File: src/rtl/io_port_bridge_if.sv
`timescale 1ns/1ps
// CPU-side bus, UART RX/TX handshakes and stop flag seen by io_port_bridge.
interface io_port_bridge_if;
    logic [31:0] cpu_a;
    logic [7:0]  cpu_dout;
    logic        cpu_wr;
    logic [7:0]  cpu_din;
    logic        rdy_out;
    logic [7:0]  ram_din;
    logic        rx_valid;
    logic [7:0]  rx_data;
    logic        rx_ready;
    logic        tx_valid;
    logic [7:0]  tx_data;
    logic        tx_ready;
    logic        prog_stop;

    modport slave (
        input  cpu_a, cpu_dout, cpu_wr, ram_din, rx_valid, rx_data, tx_ready,
        output cpu_din, rdy_out, rx_ready, tx_valid, tx_data, prog_stop
    );

    modport master (
        output cpu_a, cpu_dout, cpu_wr, ram_din, rx_valid, rx_data, tx_ready,
        input  cpu_din, rdy_out, rx_ready, tx_valid, tx_data, prog_stop
    );
endinterface

File: src/rtl/io_port_bridge.sv
`timescale 1ns/1ps
// Decodes the 0x3xxxx I/O region of the cpu bus: TX FIFO on reg0 writes,
// RX byte / cycle-counter reads, and the reg4 drain-then-stop sequence.
module io_port_bridge #(
    parameter int unsigned FIFO_DEPTH = 16,
    parameter int unsigned CNT_W      = 32
) (
    input logic             clk_in,
    input logic             rst_in,
    io_port_bridge_if.slave bus
);
    localparam int unsigned     PTR_W     = $clog2(FIFO_DEPTH);
    localparam logic [PTR_W:0]  DEPTH_CNT = (PTR_W+1)'(FIFO_DEPTH);

    typedef enum logic [1:0] {ST_RUN, ST_DRAIN, ST_STOPPED} state_t;
    typedef enum logic [1:0] {SRC_NONE, SRC_RAM, SRC_RX, SRC_CNT} src_t;

    state_t             state_q, state_d;
    src_t               src_q, src_d;
    logic [1:0]         lane_q, lane_d;
    logic [7:0]         rx_byte_q, rx_byte_d;
    logic [CNT_W-1:0]   cnt_q, cnt_d;
    logic [CNT_W-1:0]   snap_q, snap_d;
    logic [7:0]         mem_q [FIFO_DEPTH];
    logic [7:0]         mem_d [FIFO_DEPTH];
    logic [PTR_W-1:0]   wr_ptr_q, wr_ptr_d;
    logic [PTR_W-1:0]   rd_ptr_q, rd_ptr_d;
    logic [PTR_W:0]     count_q, count_d;

    logic       is_io, is_reg0, is_reg4;
    logic       full, empty, rdy, rd_acc, wr_acc;
    logic       push, pop, tx_valid_int;
    logic [7:0] push_data;

    always_comb begin
        is_io        = (bus.cpu_a[17:16] == 2'b11);
        is_reg0      = is_io && !bus.cpu_a[2];
        is_reg4      = is_io && bus.cpu_a[2];
        full         = (count_q == DEPTH_CNT);
        empty        = (count_q == '0);
        // Any I/O write stalls on a full FIFO; a pop this cycle does not help.
        rdy          = rst_in && (state_q == ST_RUN) && !(full && is_io && bus.cpu_wr);
        rd_acc       = rdy && !bus.cpu_wr;
        wr_acc       = rdy && bus.cpu_wr;
        push         = wr_acc && (is_reg4 || (is_reg0 && (bus.cpu_dout != 8'h00)));
        push_data    = is_reg4 ? 8'h00 : bus.cpu_dout;
        tx_valid_int = !empty && (state_q != ST_STOPPED);
        pop          = tx_valid_int && bus.tx_ready;
    end

    always_comb begin
        state_d   = state_q;
        src_d     = SRC_NONE;
        lane_d    = lane_q;
        rx_byte_d = rx_byte_q;
        snap_d    = snap_q;
        cnt_d     = cnt_q + CNT_W'(1);
        mem_d     = mem_q;
        wr_ptr_d  = wr_ptr_q;
        rd_ptr_d  = rd_ptr_q;
        count_d   = count_q;

        if (rd_acc) begin
            lane_d = bus.cpu_a[1:0];
            if (is_reg0) begin
                src_d     = SRC_RX;
                rx_byte_d = bus.rx_valid ? bus.rx_data : 8'h00;
            end else if (is_reg4) begin
                src_d = SRC_CNT;
                if (bus.cpu_a[1:0] == 2'b00) snap_d = cnt_q;
            end else begin
                src_d = SRC_RAM;
            end
        end

        if (push) begin
            mem_d[wr_ptr_q] = push_data;
            wr_ptr_d        = wr_ptr_q + PTR_W'(1);
        end
        if (pop) rd_ptr_d = rd_ptr_q + PTR_W'(1);

        case ({push, pop})
            2'b10:   count_d = count_q + (PTR_W+1)'(1);
            2'b01:   count_d = count_q - (PTR_W+1)'(1);
            default: count_d = count_q;
        endcase

        case (state_q)
            ST_RUN:   if (wr_acc && is_reg4) state_d = ST_DRAIN;
            ST_DRAIN: if (empty) state_d = ST_STOPPED;
            default:  state_d = state_q;
        endcase
    end

    always_comb begin
        bus.rdy_out   = rdy;
        bus.rx_ready  = rd_acc && is_reg0 && bus.rx_valid;
        bus.tx_valid  = tx_valid_int;
        bus.tx_data   = tx_valid_int ? mem_q[rd_ptr_q] : 8'h00;
        bus.prog_stop = (state_q == ST_STOPPED);
        case (src_q)
            SRC_RAM: bus.cpu_din = bus.ram_din;
            SRC_RX:  bus.cpu_din = rx_byte_q;
            SRC_CNT: begin
                case (lane_q)
                    2'd0:    bus.cpu_din = snap_q[7:0];
                    2'd1:    bus.cpu_din = snap_q[15:8];
                    2'd2:    bus.cpu_din = snap_q[23:16];
                    default: bus.cpu_din = snap_q[31:24];
                endcase
            end
            default: bus.cpu_din = 8'h00;
        endcase
    end

    always_ff @(posedge clk_in) begin
        if (!rst_in) begin
            state_q   <= ST_RUN;
            src_q     <= SRC_NONE;
            lane_q    <= '0;
            rx_byte_q <= '0;
            cnt_q     <= '0;
            snap_q    <= '0;
            mem_q     <= '{default: '0};
            wr_ptr_q  <= '0;
            rd_ptr_q  <= '0;
            count_q   <= '0;
        end else begin
            state_q   <= state_d;
            src_q     <= src_d;
            lane_q    <= lane_d;
            rx_byte_q <= rx_byte_d;
            cnt_q     <= cnt_d;
            snap_q    <= snap_d;
            mem_q     <= mem_d;
            wr_ptr_q  <= wr_ptr_d;
            rd_ptr_q  <= rd_ptr_d;
            count_q   <= count_d;
        end
    end
endmodule

File: src/flat_wrapper.sv
// flat-port wrapper written by rule: the top's interface ports become plain ports
module io_port_bridge_flat 
#(
    parameter int unsigned FIFO_DEPTH = 16,
    parameter int unsigned CNT_W      = 32
)
  (clk_in, rst_in, bus_cpu_a, bus_cpu_dout, bus_cpu_wr, bus_ram_din, bus_rx_valid, bus_rx_data, bus_tx_ready, bus_cpu_din, bus_rdy_out, bus_rx_ready, bus_tx_valid, bus_tx_data, bus_prog_stop);
  io_port_bridge_if bus_i ();
  input logic clk_in;
  input logic rst_in;
  input wire logic [$bits(bus_i.cpu_a)-1:0] bus_cpu_a;
  input wire logic [$bits(bus_i.cpu_dout)-1:0] bus_cpu_dout;
  input wire logic [$bits(bus_i.cpu_wr)-1:0] bus_cpu_wr;
  input wire logic [$bits(bus_i.ram_din)-1:0] bus_ram_din;
  input wire logic [$bits(bus_i.rx_valid)-1:0] bus_rx_valid;
  input wire logic [$bits(bus_i.rx_data)-1:0] bus_rx_data;
  input wire logic [$bits(bus_i.tx_ready)-1:0] bus_tx_ready;
  output wire logic [$bits(bus_i.cpu_din)-1:0] bus_cpu_din;
  output wire logic [$bits(bus_i.rdy_out)-1:0] bus_rdy_out;
  output wire logic [$bits(bus_i.rx_ready)-1:0] bus_rx_ready;
  output wire logic [$bits(bus_i.tx_valid)-1:0] bus_tx_valid;
  output wire logic [$bits(bus_i.tx_data)-1:0] bus_tx_data;
  output wire logic [$bits(bus_i.prog_stop)-1:0] bus_prog_stop;
  assign bus_i.cpu_a = bus_cpu_a;
  assign bus_i.cpu_dout = bus_cpu_dout;
  assign bus_i.cpu_wr = bus_cpu_wr;
  assign bus_i.ram_din = bus_ram_din;
  assign bus_i.rx_valid = bus_rx_valid;
  assign bus_i.rx_data = bus_rx_data;
  assign bus_i.tx_ready = bus_tx_ready;
  assign bus_cpu_din = bus_i.cpu_din;
  assign bus_rdy_out = bus_i.rdy_out;
  assign bus_rx_ready = bus_i.rx_ready;
  assign bus_tx_valid = bus_i.tx_valid;
  assign bus_tx_data = bus_i.tx_data;
  assign bus_prog_stop = bus_i.prog_stop;
  io_port_bridge #(.FIFO_DEPTH(FIFO_DEPTH), .CNT_W(CNT_W)) u_core (.clk_in(clk_in), .rst_in(rst_in), .bus(bus_i));
endmodule
File: config.mk
export PLATFORM = sky130hd
export DESIGN_NAME = io_port_bridge_flat
export DESIGN_NICKNAME = d
export VERILOG_FILES = /design/src/rtl/io_port_bridge_if.sv /design/src/rtl/io_port_bridge.sv /design/src/flat_wrapper.sv
export SDC_FILE = /design/constraint.sdc
export NUM_CORES = 1
export LEC_CHECK = 0
export ABC_CLOCK_PERIOD_IN_PS = 3800
export BUFFER_PORTS_ARGS = -buffer_cell sky130_fd_sc_hd__buf_4
export CAP_MARGIN = 5
export CORE_MARGIN = 10
export CORE_UTILIZATION = 50
export CTS_CLUSTER_SIZE = 16
export DETAILED_ROUTE_END_ITERATION = 10
export PLACE_DENSITY = 0.66
export REMOVE_ABC_BUFFERS = 1
export SLEW_MARGIN = 20
export SYNTH_ARGS = -nofsm -noshare
export SYNTH_HDL_FRONTEND = slang
export SYNTH_SLANG_ARGS = --single-unit
File: constraint.sdc
create_clock -name clk_in -period 3.8 [get_ports clk_in]
set_clock_uncertainty 0.2 [all_clocks]
set_input_delay 0.38 -clock clk_in [delete_from_list [all_inputs] [get_ports clk_in]]
set_output_delay 0.38 -clock clk_in [all_outputs]
set_load 0.01 [all_outputs]
==> impl_metrics.csv <==
group,metric,value,unit
sta,finalCritPeriodShare,87.87,%
routing,met3WireLength,1200,µm
worst_hold_path,hold_depth,4,
cells_and_area,syn_to_final_growth,15.55,%
worst_setup_path,worstRegToRegCells,10,
clocking,ctsResizeCount,0,
cells_and_area,final_area,11740,µm²
worst_setup_path,crit_type,"reg2reg",
flow_run,drv_cap,0,
clocking,cts_tree,"built",
floorplanning,coreArea,20100,µm²
cells_and_area,num_antenna_cells,0,
clocking,max-clock-path-buffers,3,
worst_setup_path,rr_startpoint,"u_core.count_q[1]$_SDFFE_PN0P_",
logic_synthesis,ys_ff_latch,219,
logic_synthesis,postSynth.asyncResetShare,0,%
floorplanning,dieArea,26430,µm²
worst_setup_path,start_kind,"flop",
routing,drc,0,
placement,dp_hpwl,15540,µm
worst_hold_path,hp-class,"in2reg",
sta,min_period,3.339,ns
grt,grt_start_max_net_pins,101,
power_and_ir_drop,leakage,4.826,nW
clocking,cts.sinks,219,
worst_hold_path,min_to,"u_core.rd_ptr_q[2]$_SDFFE_PN0P_",
sta,setup_ws,0.4608,ns
routing,maxUsedRoutingLayer,"met4",
power_and_ir_drop,power.density,484.1,nW/µm²
cells_and_area,drive_gt1_share,16.11,%
clocking,clock-root-buffer,"clkbuf_16",
clocking,numCtsBuffers,24,
sta,tns,0,ns
floorplanning,top_level_ports,81,
routing,avgRoutedWirePerCell,17.81,µm
logic_synthesis,seq_area_frac_synth,43.14,%
worst_setup_path,worstPathRequired,3.99,ns
grt,grt_pass1_wl,39820,µm
clocking,h-tree-depth,1,
cells_and_area,nets,1134,
sta,rsz0062_at_grt,"false",
routing,vias,7634,
placement,placed_area,10660,µm²
worst_setup_path,r2r-end,"u_core.count_q[4]$_SDFFE_PN0P_",
sta,setup_viol,0,
sta,hold_violations,0,
sta,fmax,299.5,MHz
sta,maxSlewViolCount,0,
logic_synthesis,syn_area,10160,µm²
routing,first_pass_iters,5,
routing,postRouteAntennaNets,0,
grt,antenna_found_initial,0,
routing,met2WireLength,11240,µm
grt,grt_pass1_vias,7572,
routing,vias_per_cell,5.655,
logic_synthesis,yosysWarnings,0,
clocking,cts_hold_buf,21,
logic_synthesis,synth_ff_type,"dfxtp_1",
logic_synthesis,syn_area_per_cell,9.858,µm²
floorplanning,die_w,162.6,µm
run_status,status,"finished clean",
floorplanning,initial_core_util,50.55,%
power_and_ir_drop,total_power,0.005685,W
sta,tightest_slew,1.009,ns
power_and_ir_drop,irDropWorstVdd,0.3661,mV
floorplanning,die_h,162.6,µm
floorplanning,rows,52,
worst_setup_path,crit_arrival,3.53,ns
worst_hold_path,hold_start,"bus_tx_ready",
logic_synthesis,synthCells,1031,
grt,gr-total-overflow,0,
clocking,clk_pin_slew,0.06,ns
placement,gp_congestion,0.7791,
clocking,clk_latency,0.51,ns
logic_synthesis,synth-edff-count,0,
placement,port_buffers,53,
routing,m1WireLength,10930,µm
grt,grt_usage,18.03,%
clocking,postCtsSetupBuffers,0,
logic_synthesis,synth.distinct_cells,52,
worst_setup_path,worstSetupEndpointType,"flop",
routing,wirelength,24040,µm
sta,slew_headroom,32.72,%
placement,dp_worst_setup_slack,0.5052,ns
routing,drtIter0Drc,539,
worst_setup_path,critPathMaxFanout,9,
worst_setup_path,reg2reg_setup_slack,0.46,ns
## placed cells by master (no fill, tap or decap), types with 11 or more instances in the layout
cell           netlist  routed
o31ai_1             12      12
a21oi_1             75      75
clkbuf_16            0      25
dlygate4sd3_1        0      21
dfxtp_1            219     217
xor2_1              12      12
a22oi_1             17      17
or3_1               11      11
nor2_1              33      33
or4_1               13      13
nand4_1             13      13
nand2_1            229     229
nand3_1             24      24
mux2i_1            132     132
nand4_4             15      15
buf_4                2      62
mux4_2              40      40
## worst max-delay path by stage
stage / slack, ns / cells after the start / end / start
final: 0.46 / 10 / u_core.count_q[4]$_SDFFE_PN0P_ / u_core.count_q[1]$_SDFFE_PN0P_
after global routing: 0.25 / 10 / u_core.count_q[2]$_SDFFE_PN0P_ / u_core.count_q[1]$_SDFFE_PN0P_
after CTS: 0.47 / 10 / u_core.count_q[4]$_SDFFE_PN0P_ / u_core.count_q[1]$_SDFFE_PN0P_
after detailed placement: 0.51 / 10 / u_core.count_q[4]$_SDFFE_PN0P_ / u_core.count_q[1]$_SDFFE_PN0P_
after global placement: 0.56 / 10 / u_core.count_q[2]$_SDFFE_PN0P_ / u_core.count_q[1]$_SDFFE_PN0P_
after floorplan: -0.75 / 10 / u_core.count_q[2]$_SDFFE_PN0P_ / rst_in
## where the power goes
part	internal, W	total, W	switching (W)
logic	0.000288	0.000691	0.000403
clock network	0.00163	0.00257	0.000932
registers	0.00233	0.00243	0.0000995
## routing by layer
metal,track usage [%],vias up
met5,0,-
met4,5.615,0
met3,2.882,40
met2,29.59,172
met1,23.89,3676
li1,-,3746
## state kept, by name (all words and copies together), names as in the netlist, 4 cells and up
signal / count
u_core.wr_ptr_q: 4
u_core.cnt_q: 32
u_core.snap_q: 32
u_core.count_q: 5
u_core.rd_ptr_q: 4
u_core.rx_byte_q: 8
u_core.mem_q: 128
## through the flow
stage          hold slack (ns)  instances  utilization, %
2_1_floorplan           0.2294        953               -
3_3_place_gp            0.2394       1286           53.00
3_5_place_dp            0.2468       1286           53.00
4_1_cts                0.06120       1350           58.41
5_1_grt                 0.1109       1350           58.41
6_report               0.07752       1350           58.41
## cells in the mapped netlist, drive strengths merged, types with 12 or more instances
cell type	n	area (µm²)
clkbuf	57	216.5
dfxtp	219	4384
xor2	12	105.1
nor2	33	123.9
nand4	30	425.4
nand2	229	859.6
buf	21	125.1
o31ai	12	90.09
mux4	40	900.9
or4	13	97.59
a21oi	75	375.4
nand3	24	120.1
a22oi	17	127.6
mux2i	132	1321
## layout make-up
class                           instances  area, µm²
Sequential cell                       219       4387
Fill cell                            1721       8361
Timing Repair Buffer                   84      695.7
Tap cell                              270      337.8
Clock inverter                          8      165.2
Inverter                               11      41.29
Multi-Input combinational cell        723       5404
Clock buffer                           35      713.2
## critical path, cell delays in order (launching register included)
cell and delay (ns):
dfxtp_1 0.40, or4_1 0.64, o211ai_1 0.42, inv_1 0.13, ha_1 0.35, xor2_1 0.19
ha_1 0.23, a211o_1 0.27, a21oi_1 0.20, a211o_1 0.13, nand4_1 0.06
## kinds of logic after synthesis
logic type               after synthesis  share of synthesized area, %
AO/OA/AOI/OAI                        136                         8.125
XOR/XNOR                              18                         1.551
adder cells (fa/ha/maj)               10                         1.231
buffers and inverters                 89                         3.767
flip-flops                           219                         43.14
multiplexers                         180                         22.75
AND/OR/NAND/NOR                      379                         19.44
No activity file was read; power rests on OpenSTA's default activity.
